--- config.mk ---
export PLATFORM = sky130hd
export DESIGN_NAME = io_out_buffer
export DESIGN_NICKNAME = d
export VERILOG_FILES = /design/src/rtl/io_out_buffer.sv
export SDC_FILE = /design/constraint.sdc
export NUM_CORES = 1
export LEC_CHECK = 0
export ABC_AREA = 1
export BUFFER_PORTS_ARGS = -buffer_cell sky130_fd_sc_hd__buf_4
export CORE_MARGIN = 2
export CORE_UTILIZATION = 55
export DETAILED_ROUTE_END_ITERATION = 8
export PLACE_DENSITY = 0.76
export SYNTH_ARGS = -nofsm -noshare
export SYNTH_HDL_FRONTEND = slang
export SYNTH_SLANG_ARGS = --single-unit
--- constraint.sdc ---
create_clock -name clk_in -period 4.5 [get_ports clk_in]
set_input_delay 0.225 -clock clk_in [delete_from_list [all_inputs] [get_ports clk_in]]
set_output_delay 0.225 -clock clk_in [all_outputs]
set_load 0.05 [all_outputs]
--- src/rtl/io_out_buffer.sv ---
// Byte FIFO between the CPU's IO write port and a UART transmitter.
// A halt-port write stops intake and raises prog_end_out once every queued byte has drained.
module io_out_buffer #(
    parameter int DEPTH_LOG2 = 4
) (
    input  logic                  clk_in,
    input  logic                  rst_in,
    input  logic                  rdy_in,
    input  logic                  io_wr_en_in,
    input  logic                  io_sel_in,
    input  logic [7:0]            io_data_in,
    output logic                  io_full_out,
    output logic [7:0]            tx_data_out,
    output logic                  tx_valid_out,
    input  logic                  tx_ready_in,
    output logic                  prog_end_out,
    output logic [DEPTH_LOG2:0]   count_out
);
    localparam int DEPTH = 2 ** DEPTH_LOG2;
    localparam logic [DEPTH_LOG2:0]   DEPTH_CNT = (DEPTH_LOG2 + 1)'(DEPTH);
    localparam logic [DEPTH_LOG2:0]   CNT_ONE   = (DEPTH_LOG2 + 1)'(1);
    localparam logic [DEPTH_LOG2-1:0] PTR_ONE   = DEPTH_LOG2'(1);

    typedef enum logic [1:0] {
        ST_RUN   = 2'd0,
        ST_DRAIN = 2'd1,
        ST_DONE  = 2'd2
    } state_t;

    state_t                  state_reg, state_next;
    logic [7:0]              mem [DEPTH];
    logic [DEPTH_LOG2-1:0]   wr_ptr_reg, wr_ptr_next;
    logic [DEPTH_LOG2-1:0]   rd_ptr_reg, rd_ptr_next;
    logic [DEPTH_LOG2:0]     count_reg, count_next;
    logic                    end_req_reg, end_req_next;
    logic                    push, pop, halt_wr;

    // Full is taken from the registered count, so a pop in the same cycle never frees room for a push.
    assign io_full_out  = (count_reg == DEPTH_CNT);
    assign tx_valid_out = (count_reg != '0);
    assign tx_data_out  = mem[rd_ptr_reg];
    assign count_out    = count_reg;

    assign push    = rdy_in & io_wr_en_in & ~io_sel_in & ~io_full_out & ~end_req_reg;
    assign pop     = rdy_in & tx_valid_out & tx_ready_in;
    assign halt_wr = rdy_in & io_wr_en_in & io_sel_in & ~end_req_reg;

    always_comb begin
        wr_ptr_next  = push ? wr_ptr_reg + PTR_ONE : wr_ptr_reg;
        rd_ptr_next  = pop  ? rd_ptr_reg + PTR_ONE : rd_ptr_reg;
        end_req_next = end_req_reg | halt_wr;
        count_next   = count_reg;
        case ({push, pop})
            2'b10:   count_next = count_reg + CNT_ONE;
            2'b01:   count_next = count_reg - CNT_ONE;
            default: count_next = count_reg;
        endcase
    end

    always_ff @(posedge clk_in) begin
        if (rst_in) begin
            wr_ptr_reg  <= '0;
            rd_ptr_reg  <= '0;
            count_reg   <= '0;
            end_req_reg <= 1'b0;
        end else begin
            wr_ptr_reg  <= wr_ptr_next;
            rd_ptr_reg  <= rd_ptr_next;
            count_reg   <= count_next;
            end_req_reg <= end_req_next;
        end
    end

    // Storage has no reset; only the pointers and count decide what is valid.
    always_ff @(posedge clk_in) begin
        if (push && !rst_in) begin
            mem[wr_ptr_reg] <= io_data_in;
        end
    end

    always_ff @(posedge clk_in) begin
        if (rst_in) begin
            state_reg <= ST_RUN;
        end else begin
            state_reg <= state_next;
        end
    end

    always_comb begin
        state_next = state_reg;
        if (rdy_in) begin
            case (state_reg)
                ST_RUN:   if (halt_wr) state_next = ST_DRAIN;
                // count_next already reflects a pop on this edge.
                ST_DRAIN: if (count_next == '0) state_next = ST_DONE;
                ST_DONE:  state_next = ST_DONE;
                default:  state_next = ST_RUN;
            endcase
        end
    end

    always_comb begin
        prog_end_out = (state_reg == ST_DONE);
    end
endmodule

Word level (Yosys, flattened, before mapping)
Memory sizes are Yosys's and may differ from the RTL's. A register that Yosys moved wholly into a read port is not among the register bits.
Cells that the tools add are included.

storage, ports and cells
  memories = 1
  word-level logic and storage cells = 43
  RAM bits = 128
  output and inout bits = 16
  flip-flop bits (word level) = 16

cells by class
  eq/ne operators = 7
  add/sub/neg operators = 4
  reduce and logical (&&, ||, !) cells = 6
  muxes and demuxes = 8
  bitwise logic cells = 12

memories
  name  depth  bits a word  read ports  clocked after Yosys merged registers in  write ports  line  source
  mem   16     8            1           1                                        1            31    logic [7:0] mem [DEPTH];

operators by type and width
  cell                   number
  $pmux W5 S2            1
  $add A4 B1 Y4 const B  2
  $and A1 B1 Y1          8
  $mux W4                2
  $pmux W2 S3            1
  $add A5 B1 Y5 const B  1
  $eq A5 B5 Y1 const B   1
  $logic_not A5 Y1       1
  $reduce_bool A5 Y1     1
  $sub A5 B1 Y5 const B  1
  $eq A2 B1 Y1 const B   2
  $eq A2 B2 Y1 const B   2
  $mux W2                2
  $ne A2 B2 Y1 const B   2
  $not A1 Y1             3
  $reduce_and A3 Y1      1
  $logic_not A2 Y1       1
  $mux W1                2
  $logic_and A1 B1 Y1    1
  $logic_not A1 Y1       1
  $or A1 B1 Y1           1

Depth between registers and ports, before layout
Gate-level depths: netlist of run 1.

  depth after elaboration = 9
  depth in mapped cells = 18
  gate-level depth less buffers = 18

Worst setup path after synthesis of run 1
No wires, ideal clock.

  kind = reg-to-reg
  from = register count_reg[0] (netlist: count_out[0])
  to = register state_reg[0]
  clock period less this slack = 2989 ps
  arrival time = 2874 ps
  data required time = 4385 ps
  stages on the path, launching flop included = 14
  path buffers = 0
  setup time = 115 ps
  setup slack = 1511 ps
  path through = dfxtp_1 -> nor4_4 -> nand2_1 -> nand3_2 -> inv_2 -> ha_1 -> fa_1 -> xnor2_1 -> o21ai_0 -> nor2_1 -> nand3_1 -> nand2_1 -> a21oi_1 -> nor2_1

between the ends
  elaborated cells on any way between the ends = 15
  classes of those cells = 2 x add/sub; 4 x eq/ne; 1 x mux; 5 x bitwise; 3 x reduce/logical

RTL lines
  what                                          line  source
  from (decl)                                   34    logic [DEPTH_LOG2:0] count_reg, count_next;
  from (signal assigned)                        69    count_reg <= count_next;
  $reduce_bool A5 Y1 (*)                        40    assign tx_valid_out = (count_reg != '0);
  via tx_valid_out                              14    output logic tx_valid_out,
  $and A1 B1 Y1 (*) (2 in series)               45    assign pop = rdy_in & tx_valid_out & tx_ready_in;
  $eq A2 B1 Y1 or $eq A2 B2 Y1 (tied branches)  53    case ({push, pop})
  $pmux W5 S2 (*)                               53
  $logic_not A5 Y1 (*)                          95    ST_DRAIN: if (count_next == '0) state_next = ST_DONE;
  $ne A2 B2 Y1 (no line) (*)                    --
  $reduce_and A3 Y1 (no line) (*)               --
  to (signal assigned)                          85    state_reg <= state_next;
  to (decl)                                     30    state_t state_reg, state_next;

Mark *: on every way through the listed nets, which the timed path passes. The rest lies on a longest branch.
A chain may end at the register's enable or synchronous reset.

==> results of run 1 <==
==> synth_stat cells (all sizes together), types with 9 or more instances <==
| library cell | instances |
|---|---|
| inv | 57 |
| o211ai | 32 |
| nand3 | 20 |
| nor2 | 26 |
| a21oi | 41 |
| mux2i | 33 |
| edfxtp | 128 |
| nor3 | 9 |
| o21ai | 47 |
| buf | 10 |
| clkbuf | 14 |
| nand2 | 41 |
| dfxtp | 20 |
| ha | 12 |
==> worst paths after layout <==
kind / start / endpoint / slack, ps
worst max-delay path: flip-flop / tx_data_out[5] / 1600
worst min-delay path: rst_in / end_req_reg / 140
worst max register to register: count_out[0] / state_reg[1] / 1780
worst min register to register: end_req_reg / end_req_reg / 480
==> per-stage QoR <==
step / setup slack [ps] / std cells / hold slack [ps] / area, µm²
floorplan: 1511 / 498 / 323.9 / 6272
global placement: 1976 / 652 / 467.6 / 6589
detailed placement: 1817 / 652 / 469.0 / 6589
global route: 1436 / 684 / 132.5 / 7209
CTS: 1563 / 684 / 119.4 / 7209
finish: 1597 / 684 / 141.7 / 7209
==> power by group <==
| group | switching (µW) | leakage [µW] | internal, µW |
|---|---|---|---|
| registers | 74.4 | 0.00131 | 1510 |
| clock network | 529 | 0.000288 | 917 |
| logic | 355 | 0.000988 | 198 |
| total | 959 | 0.00259 | 2630 |
==> worst max-delay path, cell delays in order (launching register included) <==
cell and delay (ps):
dfxtp_1 300, buf_4 250, inv_1 820, o21ai_0 300
o211ai_1 300, nand2_1 80, buf_4 200
==> cells by family after synthesis <==
logic type,share of synthesized area [%]
simple gates,7.002
compound gates,11.03
flops,67.66
mux,5.266
buf+inv,5.765
xor+xnor,0.5586
fa+ha+maj,2.713
==> routing by layer <==
metal  up-vias  share of wire [%]
met5         -                  0
met4         0                1.8
met1      1954                 43
met3        24                6.3
li1       1855                  -
met2       153                 49
==> layout make-up <==
class	instances	area, µm²
multi-input combinational	269	1667
tap	140	175.2
timing repair buffer	38	285.3
clock inverter	11	150.1
fill	804	3774
sequential	148	4248
inverter	57	214.0
clock buffer	21	470.5
==> results.py, run 1 <==
metrics = {
    "critical_path": {
        "critPathMaxFanout": 33,
        "required_ps": 4280,
        "cp.arrival_ps": 2680,
        "r2r_cells": 13,
        "start_kind": "flip-flop",
        "criticalPathCategory": "flip-flop to output port",
        "end_kind": "output port",
    },
    "synth": {
        "synth-seq-cells": 148,
        "synth_top_area_share_pct": 61.28,
        "synth_nets": 525,
        "synth_cell_types": 29,
        "yosysWarnings": 0,
        "synth_edf_count": 128,
        "synthCells": 498,
        "postSynthAreaPerCell_um2": 12.59,
        "async_flop_share_pct": 0,
        "ys_seq_area_share_pct": 67.66,
        "synth-main-ff-cell": "edfxtp_1",
        "yosys-top-cells-area": "edfxtp_1 (61%), dfxtp_1 (6.4%), mux2i_1 (5.3%), o211ai_1 (3.8%), o21ai_0 (3.5%)",
        "synth_area_mm2": 0.006272,
        "yosysTopAreaCell": "edfxtp_1",
    },
    "grt": {
        "grt-ovfl-total": 0,
        "grt-busiest-layer": "met2",
        "grt_pass1_vias": 3929,
        "use_met3_pct": 5.577,
        "met2_usage_pct": 36.11,
        "track_usage_pct": 21.72,
        "met1_usage_pct": 27.36,
        "antenna_found_initial": 0,
        "grt_pass1_wl_mm": 20.37,
        "grt_max_degree": 97,
    },
    "finish": {
        "layout-drive-gt1-share_pct": 14.15,
        "mostFrequentLayoutCells": "edfxtp_1 (128), inv_1 (55), o21ai_0 (44)",
        "antenna_cells": 0,
        "largest_register_ffs": 128,
        "final_util_pct": 65.64,
        "top_register": "mem",
        "final_nets": 558,
        "syn2layout_area_growth_pct": 14.94,
        "final_common_cell": "edfxtp_1",
    },
    "floorplanning": {
        "initial_core_util_pct": 57.11,
        "die_area_mm2": 0.01227,
        "pin_count": 30,
        "coreArea_mm2": 0.01098,
        "die_y_um": 110.8,
        "rows": 38,
        "die_x_um": 110.8,
    },
    "detailed_routing": {
        "wl_per_cell_um": 18.90,
        "dr.pass1.iters": 5,
        "drt-initial-drc-count": 404,
        "routed_via_density": 5.827,
        "vias": 3986,
        "detail-route-antenna-nets": 0,
        "wirelength_mm": 12.93,
        "drc_errors": 0,
    },
    "placement": {
        "place_congestion": 0.8588,
        "io_buffers": 29,
        "hpwl_mm": 7.940,
    },
    "pwr": {
        "p_per_area_mw_per_mm2": 497.3,
        "finalPower_uw": 3585,
        "vdd_ir_drop_max_mv": 0.2865,
        "p_leak_uw": 0.002590,
    },
    "sta": {
        "grt_setup_unrepaired": "no",
        "skew_ps": 6.335,
        "hold_viol_final": 0,
        "worst_pin_slew_ps": 1106,
        "slew_viol_final": 0,
        "fin_tns_setup_ps": 0,
        "max_freq_mhz": 344.5,
        "relSlewSlack_pct": 26.27,
        "finalCritPeriodShare_pct": 64.51,
        "setup_viol": 0,
        "period_needed_ps": 2903,
    },
    "clocking": {
        "cts_tree": "built",
        "cts_buffers": 17,
        "cts-root-buf": "clkbuf_16",
        "clock_latency_ps": 410,
        "clock-sinks": 148,
        "postCtsSetupRepairBufs": 0,
        "clkTransAtPathRegs_ps": 60,
        "cts_htree_levels": 4,
        "cts_resized": 0,
        "clock_path_buffers": 2,
        "hold_buffers": 0,
    },
    "hold_path": {
        "min_path_type": "input port to flip-flop",
        "hold_depth": 2,
    },
    "flow_run": {
        "drv_cap": 0,
    },
    "run_status": {
        "run_status": "complete, no violations",
    },
}
(Power assumes the default switching activity.)
==> run 2, diff against run 1 <==
--- a/config.mk
+++ b/config.mk
@@ -10,7 +10,7 @@
 export CORE_MARGIN = 2
 export CORE_UTILIZATION = 55
 export DETAILED_ROUTE_END_ITERATION = 8
-export PLACE_DENSITY = 0.76
+export PLACE_DENSITY = 0.78
 export SYNTH_ARGS = -nofsm -noshare
 export SYNTH_HDL_FRONTEND = slang
 export SYNTH_SLANG_ARGS = --single-unit
==> constraint.sdc (replaced) <==
create_clock -name clk_in -period 2.4 [get_ports clk_in]
set_input_delay 0.12 -clock clk_in [delete_from_list [all_inputs] [get_ports clk_in]]
set_output_delay 0.12 -clock clk_in [all_outputs]
set_load 0.05 [all_outputs]
==> results.py, run 2 (synthesized netlist as in run 1, its figures left out) <==
metrics = {
    "run_status": {
        "run_status": "finished with violations",
        "violations": "negative setup slack",
    },
    "placement": {
        "io_buffers": 29,
        "place_congestion": 0.8421,
        "hpwl_mm": 8.118,
    },
    "sta": {
        "max_freq_mhz": 388.1,
        "finalCritPeriodShare_pct": 107.4,
        "relSlewSlack_pct": 12.29,
        "grt_setup_unrepaired": "yes",
        "period_needed_ps": 2576,
        "fin_tns_setup_ps": -453.6,
        "hold_viol_final": 0,
        "setup_viol": 3,
        "holdWs_ps": 14.98,
        "worst_pin_slew_ps": 1306,
        "setup_slack_ps": -176.4,
        "slew_viol_final": 0,
        "skew_ps": 9.738,
    },
    "floorplanning": {
        "die_y_um": 110.8,
        "initial_core_util_pct": 57.11,
        "rows": 38,
        "die_area_mm2": 0.01227,
        "coreArea_mm2": 0.01098,
        "die_x_um": 110.8,
        "pin_count": 30,
    },
    "grt": {
        "met1_usage_pct": 27.13,
        "use_met3_pct": 6.342,
        "grt_pass1_vias": 4108,
        "grt-ovfl-total": 0,
        "grt_pass1_wl_mm": 20.94,
        "grt_max_degree": 51,
        "track_usage_pct": 22.56,
        "met2_usage_pct": 39.02,
        "antenna_found_initial": 0,
        "grt-busiest-layer": "met2",
    },
    "critical_path": {
        "critPathMaxFanout": 2,
        "slowest_stage": "nor4_4",
        "required_ps": 2280,
        "cpMostUsedCell": "buf_4",
        "start_kind": "flip-flop",
        "criticalPathCategory": "flip-flop to output port",
        "crit_chain": "nor4_4, nand2_2, buf_4, buf_4, buf_4, buf_4, buf_4, buf_4, buf_4, buf_6, inv_2, buf_8",
        "cp.buffers_inverters": 10,
        "crit_family": "buffers and inverters",
        "max_stage_delay_ps": 380,
        "end_kind": "output port",
        "cp.arrival_ps": 2460,
    },
    "clocking": {
        "clock_latency_ps": 430,
        "cts_htree_levels": 4,
        "hold_buffers": 0,
        "clock-sinks": 148,
        "cts_tree": "built",
        "clock_path_buffers": 2,
        "cts-root-buf": "clkbuf_16",
        "cts_buffers": 17,
        "clkTransAtPathRegs_ps": 60,
    },
    "detailed_routing": {
        "detail-route-antenna-nets": 0,
        "wl_per_cell_um": 19.40,
        "vias": 4140,
        "drc_errors": 0,
        "drt-initial-drc-count": 380,
        "wirelength_mm": 13.69,
        "dr.pass1.iters": 5,
        "routed_via_density": 5.864,
    },
    "finish": {
        "syn2layout_area_growth_pct": 20.21,
        "layout-drive-gt1-share_pct": 22.26,
        "final_nets": 581,
        "antenna_cells": 0,
        "mostFrequentLayoutCells": "edfxtp_1 (128), buf_4 (57), inv_1 (54)",
        "final_common_cell": "edfxtp_1",
        "top_register": "mem",
        "largest_register_ffs": 128,
    },
    "pwr": {
        "p_leak_uw": 0.002715,
        "vdd_ir_drop_max_mv": 0.5465,
        "p_per_area_mw_per_mm2": 936.3,
    },
    "flow_run": {
        "drv_cap": 0,
    },
    "hold_path": {
        "min_path_type": "input port to flip-flop",
    },
}
==> run 2: worst paths after layout <==
check                                    from      endpoint  slack (ps)  cells past startpoint
worst max register to register   count_out[1]  state_reg[0]        -140                     13
worst min-delay path            io_data_in[1]     mem[9][1]          10                      1
worst min register to register    end_req_reg   end_req_reg         470                      2
worst max-delay path             count_out[1]   io_full_out        -180                     12
==> run 2: where the power goes <==
part	switching [µW]	internal [µW]
Clock	1000	1830
Sequential	64.3	2840
Combinational	827	497
==> run 2: stage by stage <==
| stage | instance area, µm² | power, µW | utilization, % | worst slack, ps | std cells |
|---|---|---|---|---|---|
| final | 7540 | 7059 | 68.65 | -176.4 | 706 |
| after CTS | 7445 | 6994 | 67.78 | -35.05 | 702 |
| after global placement | 6708 | 4074 | 61.07 | 9.307 | 659 |
| after detailed placement | 6708 | 4114 | 61.07 | -104.0 | 659 |
| after floorplan | 6326 | 3831 | - | -14.01 | 498 |
| after global routing | 7540 | 7298 | 68.65 | -265.7 | 706 |
==> run 2: routing by layer <==
layer | up-vias | wire, µm | part of all wire (%)
met5 | - | 0 | 0
met4 | 0 | 267 | 1.9
met3 | 34 | 1167 | 8.5
met2 | 204 | 7061 | 52
met1 | 1993 | 5196 | 38
li1 | 1909 | - | -
==> run 2: final cells by class <==
type,count,area [µm²]
Tap cell,140,175.2
Sequential cell,148,4259
Multi-Input combinational cell,269,1768
Inverter,57,216.5
Clock inverter,14,210.2
Fill cell,732,3443
Timing Repair Buffer,61,485.5
Clock buffer,17,425.4
==> run 2: worst reg2reg max path: cells and delay by family (launching register included) <==
family / cells / cell delay [ps]
and+or+nand+nor: 10 / 1240
adders and majority gates: 2 / 640
muxes: 1 / 200
DFF: 1 / 350
==> run 2: what timing repair did <==
item                                    4_1_cts  5_1_grt
resized for setup                             4       15
endpoints found under the setup margin        2       78
setup buffers                                12        4
pin swaps                                     3        4
==> run 3, diff against run 2 <==
--- a/config.mk
+++ b/config.mk
@@ -7,10 +7,13 @@
 export LEC_CHECK = 0
 export ABC_AREA = 1
 export BUFFER_PORTS_ARGS = -buffer_cell sky130_fd_sc_hd__buf_4
+export CELL_PAD_IN_SITES_DETAIL_PLACEMENT = 1
+export CELL_PAD_IN_SITES_GLOBAL_PLACEMENT = 2
 export CORE_MARGIN = 2
-export CORE_UTILIZATION = 55
+export CORE_UTILIZATION = 38
 export DETAILED_ROUTE_END_ITERATION = 8
-export PLACE_DENSITY = 0.78
+export PLACE_DENSITY = 0.77
+export REMOVE_ABC_BUFFERS = 1
 export SYNTH_ARGS = -nofsm -noshare
 export SYNTH_HDL_FRONTEND = slang
 export SYNTH_SLANG_ARGS = --single-unit
==> results.py, run 3 (synthesized netlist as in run 1, its figures left out) <==
metrics = {
    "grt": {
        "antenna_found_initial": 0,
        "track_usage_pct": 18.36,
        "grt_pass1_vias": 4325,
        "grt_pass1_wl_mm": 24.18,
        "grt-ovfl-total": 0,
        "grt_max_degree": 35,
    },
    "pwr": {
        "clkPwrFrac_pct": 39.7,
        "p_per_area_mw_per_mm2": 918.8,
        "p_leak_uw": 0.002728,
        "p_sw_uw": 1929,
        "combPwrFrac_pct": 18.9,
        "power.share.sequential_pct": 41.4,
        "p_sw_share_pct": 27.65,
        "finalPower_uw": 6975,
        "internal-power_uw": 5046,
        "vdd_ir_drop_max_mv": 0.5941,
    },
    "finish": {
        "largest_register_ffs": 128,
        "final_common_cell": "edfxtp_1",
        "syn2layout_area_growth_pct": 21.03,
        "layout-drive-gt1-share_pct": 19.72,
        "final_nets": 582,
        "final_cell_area_mm2": 0.007591,
        "mostFrequentLayoutCells": "edfxtp_1 (128), buf_4 (58), inv_1 (55)",
        "antenna_cells": 0,
        "top_register": "mem",
    },
    "critical_path": {
        "cpMostUsedCell": "nand2_1",
        "cp.buffers_inverters": 0,
        "r2r_start": "count_out[1]",
        "rrSetupSlack_ps": -7,
        "slowest_stage": "fa_2",
        "reg2reg_to": "state_reg[0]",
        "end_kind": "flip-flop",
        "required_ps": 2710,
        "criticalPathCategory": "flip-flop to flip-flop",
        "cp.arrival_ps": 2720,
        "start_kind": "flip-flop",
        "max_stage_delay_ps": 440,
        "crit_family": "simple AND/OR/NAND/NOR gates",
        "r2r_cells": 13,
        "crit_chain": "nor4_4, nand2_1, nand2_2, ha_4, fa_2, mux2i_1, nand2_1, nor2_2, nand3_2, nand2_2, nand3_1, nand2_1, nor2_1",
        "critPathMaxFanout": 5,
    },
    "detailed_routing": {
        "detail-route-antenna-nets": 0,
        "routed_via_density": 5.087,
        "vias": 3988,
        "dr.pass1.iters": 4,
        "drt-initial-drc-count": 268,
        "wirelength_mm": 15.57,
        "drc_errors": 0,
        "wl_per_cell_um": 19.85,
    },
    "flow_run": {
        "drv_cap": 0,
    },
    "placement": {
        "hpwl_mm": 9.549,
        "place_congestion": 0.7677,
        "place_ws_ps": -176.0,
        "placed_area_mm2": 0.006867,
        "io_buffers": 29,
    },
    "run_status": {
        "run_status": "finished with violations",
        "violations": "negative setup slack",
    },
    "sta": {
        "setup_viol": 1,
        "max_freq_mhz": 415.4,
        "hold_viol_final": 0,
        "skew_ps": 6.700,
        "worst_pin_slew_ps": 494.9,
        "slew_viol_final": 0,
        "grt_setup_unrepaired": "yes",
        "setup_slack_ps": -7.396,
        "relSlewSlack_pct": 66.97,
        "finalCritPeriodShare_pct": 100.3,
        "period_needed_ps": 2407,
    },
    "hold_path": {
        "min_to": "mem[6][2]",
        "hp-start": "io_data_in[2]",
        "hold_depth": 1,
        "min_path_type": "input port to flip-flop",
    },
    "clocking": {
        "clkTransAtPathRegs_ps": 60,
        "clock_path_buffers": 2,
        "clock_latency_ps": 420,
        "cts_tree": "built",
        "cts_htree_levels": 4,
        "cts-root-buf": "clkbuf_16",
        "clock-sinks": 148,
        "cts_buffers": 17,
    },
    "floorplanning": {
        "initial_core_util_pct": 39.20,
        "rows": 46,
        "die_y_um": 132.5,
        "die_area_mm2": 0.01755,
        "coreArea_mm2": 0.01600,
        "pin_count": 30,
        "die_x_um": 132.5,
    },
}
## run 3: how the worst max path moves through the flow
| stage | start | to | slack, ps | cells past startpoint |
|---|---|---|---|---|
| after floorplan | flip-flop | tx_data_out[1] | -800 | 4 |
| after global placement | count_out[0] | state_reg[0] | -20 | 13 |
| after detailed placement | count_out[0] | state_reg[0] | -180 | 16 |
| after CTS | count_out[0] | state_reg[0] | 10 | 16 |
| after global routing | count_out[1] | state_reg[0] | -140 | 13 |
| final | count_out[1] | state_reg[0] | -7 | 13 |
## run 3: metrics by stage
step / std cells / setup TNS (ps) / hold slack [ps] / util, %
after floorplan: 474 / -8444 / 189.1 / -
after global placement: 749 / -45.49 / 434.8 / 42.92
after detailed placement: 749 / -336.1 / 447.1 / 42.92
after CTS: 782 / 0 / 4.265 / 47.05
after global routing: 784 / -280.5 / 17.66 / 47.44
final: 784 / -7.396 / 16.03 / 47.44
## run 3: repair_timing
item | in CTS | in global routing
pin swaps | 1 | 7
setup endpoints to repair | 4 | 4
gates resized for setup | 6 | 9
hold buffers | 0 | 0
setup buffers | 1 | 2
## run 3: power groups by stage
| stage | Clock, µW | Sequential (µW) | Combinational [µW] |
|---|---|---|---|
| after floorplan | 0 | 3060 | 680 |
| after global placement | 0 | 2960 | 1160 |
| after detailed placement | 0 | 2970 | 1200 |
| after CTS | 2810 | 2900 | 1260 |
| after global routing | 2910 | 2890 | 1430 |
| final | 2770 | 2890 | 1320 |
## run 3: cell type report
cell class,count,area (µm²)
Clock buffer,19,432.9
Multi-Input combinational cell,269,1737
Timing Repair Buffer,62,505.5
Tap cell,216,270.3
Sequential cell,148,4249
Clock inverter,13,182.7
Inverter,57,214.0
Fill cell,1726,8409
## run 3: per-layer routing
| metal | vias to the layer above | share of wire, % | GRT usage [%] |
|---|---|---|---|
| met3 | 10 | 3.9 | 3.716 |
| met2 | 71 | 54 | 31.89 |
| met5 | - | 0 | 0 |
| met1 | 2011 | 41 | 22.57 |
| met4 | 0 | 0.95 | 6.989 |
| li1 | 1896 | - | - |
